## src/rtl/data_mem_arbiter.sv

```systemverilog
`default_nettype none
// ============================================================================
//  Module      : data_mem_arbiter
//  Description : Two-port (CPU "C", DMA/debug "D") arbiter in front of a
//                single-port, byte-addressed, big-endian 32-bit data memory.
//                One access per two cycles, registered read response,
//                misaligned/out-of-range accesses rejected with an error flag.
//  Revision    : 1.0 - initial release
// ============================================================================
module data_mem_arbiter #(
    parameter int ADDR_W       = 32,
    parameter int DATA_W       = 32,
    parameter int MEM_BYTES    = 128,
    parameter int CPU_PRIORITY = 1,
    parameter int MAX_WAIT     = 4
) (
    input  logic              clock,
    input  logic              reset_n,
    // port C (CPU load/store stage)
    input  logic              c_req,
    input  logic              c_we,
    input  logic [ADDR_W-1:0] c_addr,
    input  logic [DATA_W-1:0] c_wdata,
    output logic              c_gnt,
    output logic              c_rvalid,
    output logic [DATA_W-1:0] c_rdata,
    output logic              c_err,
    // port D (DMA/debug loader)
    input  logic              d_req,
    input  logic              d_we,
    input  logic [ADDR_W-1:0] d_addr,
    input  logic [DATA_W-1:0] d_wdata,
    output logic              d_gnt,
    output logic              d_rvalid,
    output logic [DATA_W-1:0] d_rdata,
    output logic              d_err,
    // DataMemory side
    output logic [ADDR_W-1:0] Address,
    output logic [DATA_W-1:0] WriteData,
    output logic              MemWrite,
    output logic              MemRead,
    input  logic [DATA_W-1:0] ReadData
);

    localparam int              c_CW        = $clog2(MAX_WAIT + 1);
    localparam logic [c_CW-1:0] c_WAIT_MAX  = c_CW'(MAX_WAIT);
    // Highest legal word address, widened by one bit so a large address
    // can never wrap into the legal range.
    localparam logic [ADDR_W:0] c_LAST_WORD = (ADDR_W + 1)'(MEM_BYTES - 4);
    localparam logic            c_OWN_C     = 1'b0;
    localparam logic            c_OWN_D     = 1'b1;

    typedef enum logic [0:0] {
        S_IDLE   = 1'b0,
        S_ACCESS = 1'b1
    } state_t;

    state_t            r_state;
    state_t            w_state_nxt;

    logic              r_we;
    logic              r_err;
    logic [ADDR_W-1:0] r_addr;
    logic [DATA_W-1:0] r_wdata;
    // Owner of the current/most recent access; doubles as the round-robin
    // history, so it resets to D to favour C first.
    logic              r_owner;
    logic [c_CW-1:0]   r_c_wait;
    logic [c_CW-1:0]   r_d_wait;

    logic              r_c_rvalid;
    logic              r_d_rvalid;
    logic              r_c_err;
    logic              r_d_err;
    logic [DATA_W-1:0] r_c_rdata;
    logic [DATA_W-1:0] r_d_rdata;

    logic              w_c_win;
    logic              w_d_win;
    logic              w_any_win;
    logic              w_sel_we;
    logic [ADDR_W-1:0] w_sel_addr;
    logic [DATA_W-1:0] w_sel_wdata;
    logic              w_sel_err;

    // Winner selection; only evaluated in IDLE and never while reset is held.
    always_comb begin
        w_c_win = 1'b0;
        w_d_win = 1'b0;
        if (r_state == S_IDLE && reset_n) begin
            if (c_req && d_req) begin
                if (r_c_wait == c_WAIT_MAX) begin
                    w_c_win = 1'b1;
                end else if (r_d_wait == c_WAIT_MAX) begin
                    w_d_win = 1'b1;
                end else if (CPU_PRIORITY != 0) begin
                    w_c_win = 1'b1;
                end else if (r_owner == c_OWN_D) begin
                    w_c_win = 1'b1;
                end else begin
                    w_d_win = 1'b1;
                end
            end else if (c_req) begin
                w_c_win = 1'b1;
            end else if (d_req) begin
                w_d_win = 1'b1;
            end
        end
    end

    assign w_any_win   = w_c_win | w_d_win;
    assign w_sel_we    = w_d_win ? d_we    : c_we;
    assign w_sel_addr  = w_d_win ? d_addr  : c_addr;
    assign w_sel_wdata = w_d_win ? d_wdata : c_wdata;
    assign w_sel_err   = (w_sel_addr[1:0] != 2'b00) |
                         ({1'b0, w_sel_addr} > c_LAST_WORD);

    // Next-state: a grant moves to ACCESS, ACCESS always lasts one cycle.
    always_comb begin
        w_state_nxt = r_state;
        case (r_state)
            S_IDLE:   if (w_any_win) w_state_nxt = S_ACCESS;
            S_ACCESS: w_state_nxt = S_IDLE;
            default:  w_state_nxt = S_IDLE;
        endcase
    end

    // State register.
    always_ff @(posedge clock or negedge reset_n) begin
        if (!reset_n) r_state <= S_IDLE;
        else          r_state <= w_state_nxt;
    end

    // Latch the winning command, its range/alignment verdict and its owner.
    always_ff @(posedge clock or negedge reset_n) begin
        if (!reset_n) begin
            r_we    <= 1'b0;
            r_err   <= 1'b0;
            r_addr  <= '0;
            r_wdata <= '0;
            r_owner <= c_OWN_D;
        end else if (w_any_win) begin
            r_we    <= w_sel_we;
            r_err   <= w_sel_err;
            r_addr  <= w_sel_addr;
            r_wdata <= w_sel_wdata;
            r_owner <= w_d_win ? c_OWN_D : c_OWN_C;
        end
    end

    // Starvation counters: a losing requester counts up (saturating), a
    // winner or idle port clears; frozen while the memory is busy.
    always_ff @(posedge clock or negedge reset_n) begin
        if (!reset_n) begin
            r_c_wait <= '0;
            r_d_wait <= '0;
        end else if (r_state == S_IDLE) begin
            if (c_req && w_d_win)
                r_c_wait <= (r_c_wait == c_WAIT_MAX) ? r_c_wait : r_c_wait + c_CW'(1);
            else
                r_c_wait <= '0;
            if (d_req && w_c_win)
                r_d_wait <= (r_d_wait == c_WAIT_MAX) ? r_d_wait : r_d_wait + c_CW'(1);
            else
                r_d_wait <= '0;
        end
    end

    // Response to the owner at the edge that ends ACCESS; rdata of the
    // other port is left untouched, and writes keep the last read data.
    always_ff @(posedge clock or negedge reset_n) begin
        if (!reset_n) begin
            r_c_rvalid <= 1'b0;
            r_d_rvalid <= 1'b0;
            r_c_err    <= 1'b0;
            r_d_err    <= 1'b0;
            r_c_rdata  <= '0;
            r_d_rdata  <= '0;
        end else begin
            r_c_rvalid <= 1'b0;
            r_d_rvalid <= 1'b0;
            r_c_err    <= 1'b0;
            r_d_err    <= 1'b0;
            if (r_state == S_ACCESS) begin
                if (r_owner == c_OWN_C) begin
                    r_c_rvalid <= 1'b1;
                    r_c_err    <= r_err;
                    if (r_err)      r_c_rdata <= '0;
                    else if (!r_we) r_c_rdata <= ReadData;
                end else begin
                    r_d_rvalid <= 1'b1;
                    r_d_err    <= r_err;
                    if (r_err)      r_d_rdata <= '0;
                    else if (!r_we) r_d_rdata <= ReadData;
                end
            end
        end
    end

    assign c_gnt     = w_c_win;
    assign d_gnt     = w_d_win;
    assign c_rvalid  = r_c_rvalid;
    assign d_rvalid  = r_d_rvalid;
    assign c_err     = r_c_err;
    assign d_err     = r_d_err;
    assign c_rdata   = r_c_rdata;
    assign d_rdata   = r_d_rdata;

    // Strobes come straight from state so an async reset kills them at once.
    assign Address   = r_addr;
    assign WriteData = r_wdata;
    assign MemWrite  = (r_state == S_ACCESS) &  r_we & ~r_err;
    assign MemRead   = (r_state == S_ACCESS) & ~r_we & ~r_err;

endmodule
`default_nettype wire
```

## config.mk

```make
export PLATFORM = sky130hd
export DESIGN_NAME = data_mem_arbiter
export DESIGN_NICKNAME = d
export VERILOG_FILES = /design/src/rtl/data_mem_arbiter.sv
export SDC_FILE = /design/constraint.sdc
export NUM_CORES = 1
export LEC_CHECK = 0
export CORE_ASPECT_RATIO = 1.5
export CORE_MARGIN = 8
export CORE_UTILIZATION = 41
export DETAILED_ROUTE_END_ITERATION = 16
export GPL_ROUTABILITY_DRIVEN = 1
export GPL_TIMING_DRIVEN = 0
export PLACE_DENSITY_LB_ADDON = 0.1
export SETUP_SLACK_MARGIN = 0.5
export SYNTH_ARGS = -nofsm -noshare
export SYNTH_HDL_FRONTEND = slang
export SYNTH_SLANG_ARGS = --single-unit
```

## constraint.sdc

```tcl
create_clock -name clock -period 2.1 [get_ports clock]
set_clock_uncertainty 0.1 [all_clocks]
set_input_delay 0.525 -clock clock [delete_from_list [all_inputs] [get_ports clock]]
set_output_delay 0.525 -clock clock [all_outputs]
set_load 0.01 [all_outputs]
```

==> results of run 1 <==
-- metal layers --
metal | global-route usage, % | vias up | wire length (microns)
li1 | - | 3025 | -
met1 | 27.2 | 3318 | 9360
met2 | 44.9 | 321 | 14200
met3 | 7.54 | 75 | 2070
met4 | 13.0 | 0 | 1220
met5 | 0 | - | 0
-- flip-flops by register name (all words and copies together), names as in the netlist --
signal	flops
r_d_wait	3
r_c_wait	3
c_rdata	32
WriteData	32
Address	32
r_owner	1
d_err	1
d_rvalid	1
c_rvalid	1
d_rdata	32
r_state	1
r_err	1
c_err	1
r_we	1
-- cells by family (layout without fill, tap and decap cells) --
logic type / count (synthesis) / in the layout / synth area share, %
and+or+nand+nor: 269 / 270 / 20.9
AOI/OAI and AO/OA: 144 / 144 / 16.5
DFF: 142 / 142 / 57.6
buffers and inverters: 55 / 473 / 4.11
adders and majority gates: 4 / 4 / 0.810
xor gates and xnor gates: 1 / 1 / 0.142
other: 0 / 2 / 0
-- cells in the mapped netlist, drive strengths merged (2+ instances only) --
master  instances
nand3          34
ha              4
nor4           13
a21oi           3
o211ai         33
o31ai           2
a41oi           2
nor2            6
o21ai          65
a221o          33
and2            4
nand2b         33
nand4           2
buf            21
and3           34
clkbuf         27
inv             6
dfrtp         141
nand2         135
nor3            3
-- worst max-delay path, stage by stage (launching register included) --
cell and delay, ps:
dfrtp_1 410, inv_1 100, ha_4 210, a31o_4 250, and2_4 140, buf_6 110
buf_8 110, buf_6 110
-- worst paths after layout --
| check | start | end | slack (ps) |
|---|---|---|---|
| hold reg to reg | c_rdata[10]$_DFFE_PN0P_ | c_rdata[10]$_DFFE_PN0P_ | 370 |
| hold / removal | reset_n | c_rdata[31]$_DFFE_PN0P_ | 10 |
| setup / recovery | r_d_wait[0]$_DFFE_PN0P_ | d_gnt | -380 |
| setup reg to reg | r_d_wait[0]$_DFFE_PN0P_ | Address[13]$_DFFE_PN0N_ | -360 |
| min in group clock | c_rdata[10]$_DFFE_PN0P_ | c_rdata[10]$_DFFE_PN0P_ | 370 |
| max in group asynchronous | reset_n | WriteData[23]$_DFFE_PN0N_ | 960 |
-- stage by stage --
step	power [mW]	std cells	hold slack, ps	setup WS (ps)	utilization, %
2_1_floorplan	3.85	615	129	213	-
3_3_place_gp	5.01	1115	363	-6320	64.7
3_5_place_dp	5.05	1116	369	-1220	64.9
4_1_cts	7.88	1187	24.2	-363	69.7
5_1_grt	8.48	1235	39.0	-410	75.5
6_report	8.16	1235	12.2	-379	75.5
-- power breakdown --
group          internal [mW]  switching [mW]  total (mW)
clock network           1.58            1.36        2.94
logic                   1.07           0.939        2.01
registers               3.03           0.179        3.21
total                   5.68            2.48        8.16
-- area by class of cell --
| type | instances | share of cell area [%] |
|---|---|---|
| well taps | 199 | 2.21 |
| clock buffers | 17 | 3.77 |
| repair buffers | 386 | 30.0 |
| clock inverters | 15 | 1.30 |
| multi-input cells | 419 | 26.5 |
| flip-flops and latches | 142 | 31.5 |
| plain buffers | 48 | 4.38 |
| diodes | 2 | 0.0444 |
| inverters | 7 | 0.266 |
-- repair_timing --
item	CTS	global route
hold buffers	3	0
cloned	8	5
endpoints found under the hold margin	67	0
endpoints found under the setup margin	271	160
pin swaps	30	20
resized for setup	643	193
setup buffers	28	41
==> results.txt, run 1 <==
- The flow ran to the end, but the final reports show violations.
* Failing checks: negative setup slack
- Clock tree from TritonCTS: done
* Filler instances: ~1100
- Maximum buffer depth of the clock tree: 2
* Number of failing hold endpoints at the final stage: 0
- Summed over all failing endpoints, the final setup total negative slack is -18870 ps.
- In this run, synthesis produced a sequential element count of 142.
* Max-capacitance violation count: 0
* Cells after synthesis: 615
- Setup slack on the critical path of the routed design comes to -379 ps.
- Router iterations before antenna repair: 4
* Leading cell types in the layout, fill and taps excluded: 162 x clkdlybuf4s50_1, 141 x dfrtp_1, 123 x buf_2, 115 x nand2_1, 59 x buf_4
- In the final routed layout, each cell accounts on average for roughly 22 microns.
* Max-slew violation count: 0
* Synth area leader: dfrtp_1
- RePlAce Congestion: 0.901
- Yosys mapped a number of flops with a built-in enable equal to 0.
- Entering global routing, the biggest net connects between 70 and 80 pins.
- IR analysis of the VDD net gives a maximum drop of around 0.00051 V.
- Count of unique library cells instantiated by Yosys: 38
- The first global-routing pass estimated ~39000 microns of wire.
* Crit Path Max Fanout: 5
* Worst hold path type: in -> async
- Final #Nets: approximately 1200
- After detailed placement, the total cell area comes to slightly below 10000 sq um.
* Quantity of I/O buffers inserted on ports: 301
* Setup violators final: 69
* IO Pins: 302
* Initial antenna violation count: 2
- Detailed-route vias per instance: between 5 and 6
- Minimum period implied by the final worst setup slack: 2480 ps
- Starting Density: about two fifths
- In this run the static leakage power is about 5.1 nW.
- In this run the biggest area consumer among cell types represents 57.1% of the synthesized area.
- Die Y: approximately 170 microns
* Data arrival, critical path: around 1900 ps
* Wire length reported by the detailed router: 26800 microns
- In this run the tightest slew margin relative to its limit is between 60% and 70%.
- After floorplanning, the core was sized to cover about 15000 sq um.
- Synth Flop Type: dfrtp_1
- Global routing used 25.8% of the available tracks across all layers.
* CTS H-tree lvls: 4
- CP Data Required Time: ~1500 ps
* Die Area: roughly 19000 sq um
- The finished cells cover approximately 11000 sq um.
- Share of the clock period used by the worst path after layout: 118%
- The count of nets left with antenna violations once routing finished came out at 0.
- Share of synthesized area occupied by flip-flops and latches: about 58%
- Proportion of synthesized flip-flops having asynchronous set or reset: between 90% and 100%
* Row count: 55
* Ys Warns: 0
- Cell types with the largest area share after synthesis: dfrtp_1 57%, nand2_1 8.2%, a221o_1 5.3%, o21ai_0 5.2%, o211ai_1 4.0%
- The detailed router placed 6739 vias in this run.
* Mean cell area of the mapped netlist: ~10 sq um
- The die is 116 microns wide.
- In this run, CTS created clock tree buffers numbering 17.
* # clock sinks: about 140
- The setup path with the least slack is of type reg -> out.
- Leaving out fill and tap cells, the most frequent cell in the layout is clkdlybuf4s50_1.
* Unrepaired setup endpoints after global routing: true
- The number of global-route vias before repair came to roughly 7200.
* Worst Max-Slew Pin Slew: between 500 and 600 ps
- Footprint of the flip-flops and latches: roughly 3600 sq um
* Net Count, Synth: 785
- The worst setup path is captured at a primary output.
- Clock-pin slew was measured on the worst setup and hold paths at 70 ps.
- Static timing analysis puts the maximum clock frequency at just over 400 MHz.
- Area of combinational cells with multiple inputs: 2990 sq um
- Total grt overflow: 0
* Drt drc: 0
- CP startpoint kind: register
- At the later pin of the worst-skew pair, clock insertion delay measures about 420 ps.
* Master cell of the clock root buffer: clkbuf_16
- Share of post-route cells with drive strength above 1: roughly two fifths
* Power per cell area: around 720 nW/um^2
* Hpwl dp: 17900 microns
* Cell area after technology mapping: slightly above 6000 sq um
* Starting DRT DRC Count: just under 400
- Relative to the synthesized area, the layout overhead comes to 82.5%.
- The worst register-to-register path has a depth of 14.
Power figures use the tool's default switching activity.
==> run 2: changes to the inputs <==
==> constraint.sdc (replaced) <==
create_clock -name clock -period 2.1 [get_ports clock]
set_clock_uncertainty 0.1 [all_clocks]
set_input_delay 0.42 -clock clock [delete_from_list [all_inputs] [get_ports clock]]
set_output_delay 0.42 -clock clock [all_outputs]
set_load 0.01 [all_outputs]
==> results.txt, run 2 (synthesis results as in run 1) <==
- Initial antenna violation count: 0
- Total instance count after detailed placement: 1116
* Clock tree from TritonCTS: done
* Met1 layer usage reported by global route: approximately 29%
- Worst hold path type: in -> async
- After detailed placement, the total cell area comes to slightly below 10000 sq um.
* Total CTS buffers: 17
- Starting Density: 41.4%
- The flow ran to the end, but the final reports show violations.
- Hold is met by about 19 ps.
- Clock insertion delay at the later pin of the skew report: approximately 410 ps
- Summing all flip-flop and latch instances after layout gives ~3600 sq um.
- Along the worst path, the maximum fanout reaches 5.
- Share of the clock period used by the worst path after layout: 108%
* Max-capacitance violation count: 0
- Vias in the first global route: about 7000
* Max-slew violation count: 0
- Minimum period implied by the final worst setup slack: about 2300 ps
- The finished cells cover 11100 sq um.
* Core Box Area: ~15000 sq um
* Master cell of the clock root buffer: clkbuf_16
* Drt drc: 0
- Measured against its own limit, the worst slew margin works out to 35.8%.
- In this run the power density over the cells is 738 nW/um^2.
- Setup violations remaining at the end of the flow were counted as 65.
- Across the VDD grid, the largest voltage drop is between 0.0004 and 0.0005 V.
- Once detailed placement completed, the half-perimeter wirelength came to about 18000 microns.
- Maximum buffer depth of the clock tree: 2
* Wire length of the first global-routing pass: approximately 40000 microns
* Row count: 55
- Fmax achieved: around 440 MHz
* Final #Nets: about 1100
* Failing checks: negative setup slack
* Die width: between 100 and 150 microns
* Endpoint class of the critical path: primary output
- Die Area: roughly 19000 sq um
* Global-route usage over all layers: between 20% and 30%
* Critical setup path kind: reg -> out
- Cells with a size suffix above 1 make up ~25% of the layout.
* Antenna diode count: 0
- Met3 Track Usage GR: under 10%
- In the routed layout, each cell is associated on average with a via count of ~5.4.
- Total grt overflow: 0
- Worst Max-Slew Pin Slew: a little under 1000 ps
- FF-to-FF path depth: 13
- The analysis attributes to cell leakage a power of between 4 and 5 nW.
- Crit path setup slack, layout: -165 ps
- Slack of the worst reg-to-reg path: -140 ps
- The detailed router finished its first iteration with 357 violations.
* Most frequent standard cell in the layout excluding fill and tap cells: clkdlybuf4s50_1
- Router iterations before antenna repair: 5
- The routed layout has ~6400 vias.
* Die Y: about 170 microns
- Data arrival, critical path: between 1500 and 2000 ps
- Input and output buffers added on the ports amount to 301.
- Remaining number of nets flagged by the antenna check after routing: 0
- The filler cells instantiated in the layout total around 1100.
- Area of combinational cells with multiple inputs: between 2000 and 3000 sq um
- End of the worst register-to-register path: Address[10]$_DFFE_PN0N_
* Leading cell types in the layout, fill and taps excluded: 162 x clkdlybuf4s50_1, 141 x dfrtp_1, 131 x nand2_1, 78 x clkdlybuf4s15_1, 60 x o21ai_0
* Pin count of the biggest net entering global routing: 45
- The final-report hold violation count is 0.
- CP Data Required Time: between 1500 and 2000 ps
* Post-route insts no fill: ~1200
- Synthesis-to-layout area growth: 80.1%
- Unrepaired setup endpoints after global routing: true
- Wire length reported by the detailed router: between 20000 and 25000 microns
* Clock-pin slew on the worst setup and hold paths: 70 ps
- CTS H-tree lvls: 4
- RePlAce Congestion: about 0.9
* IO Pins: 302
- Met2 GRT Util: around 46%
- Dividing the detail-routed wire length by the instance count gives ~21 microns.
- # clock sinks: 142
* CP startpoint kind: register
- Layer with the highest usage after global routing: met2
- Critical R2R Launch: r_d_wait[1]$_DFFE_PN0P_
run 2: what timing repair did:
action	CTS	global route
endpoints found under the hold margin	75	0
endpoints found under the setup margin	272	188
pin swaps	31	8
gates cloned	9	0
setup buffers	21	6
resized for setup	398	95
hold buffers	6	0
run 2: cell type report:
type / instances / area share [%]
Sequential cell: 142 / 32.0
Timing Repair Buffer: 344 / 30.8
Multi-Input combinational cell: 418 / 25.3
Buffer: 48 / 3.89
Clock buffer: 18 / 3.86
Tap cell: 199 / 2.24
Clock inverter: 14 / 1.63
Inverter: 7 / 0.292
run 2: worst max-delay path by stage:
stage,from,endpoint,cells after the start
final,r_d_wait[1]$_DFFE_PN0P_,d_gnt,7
after global routing,r_c_wait[0]$_DFFE_PN0P_,Address[7]$_DFFE_PN0N_,14
after CTS,r_c_wait[1]$_DFFE_PN0P_,d_gnt,8
after detailed placement,reset_n,c_gnt,7
after global placement,reset_n,c_gnt,6
after floorplan,r_c_wait[0]$_DFFE_PN0P_,d_gnt,7
run 2: routing by layer:
layer  share of wire (%)  vias to the layer above
met3                 7.6                       47
met4                 3.0                        0
met2                  53                      286
met1                  37                     3151
li1                    -                     2920
met5                   0                        -
run 2: critical path, stage by stage (launching register included):
cell     delay (ps)
dfrtp_1         360
inv_1            90
ha_4            190
a31o_4          230
and2_4          130
buf_6           110
buf_8           120
buf_6           110
run 2: per-stage QoR:
stage / utilization [%] / setup WS (ps) / setup TNS (ps) / power, mW
floorplan: - / 318 / 0 / 3.84
global placement: 64.5 / -6110 / -1138470 / 5.01
detailed placement: 64.7 / -1380 / -53640 / 5.05
CTS: 74.7 / -247 / -7170 / 8.28
global route: 74.5 / -228 / -8910 / 8.53
finish: 74.5 / -165 / -4250 / 8.20
run 2: report_power, final:
| group | switching, mW | internal [mW] | total (mW) |
|---|---|---|---|
| clock | 1.25 | 1.90 | 3.15 |
| sequential | 0.187 | 3.03 | 3.22 |
| combinational | 0.858 | 0.977 | 1.84 |
| total | 2.30 | 5.91 | 8.20 |
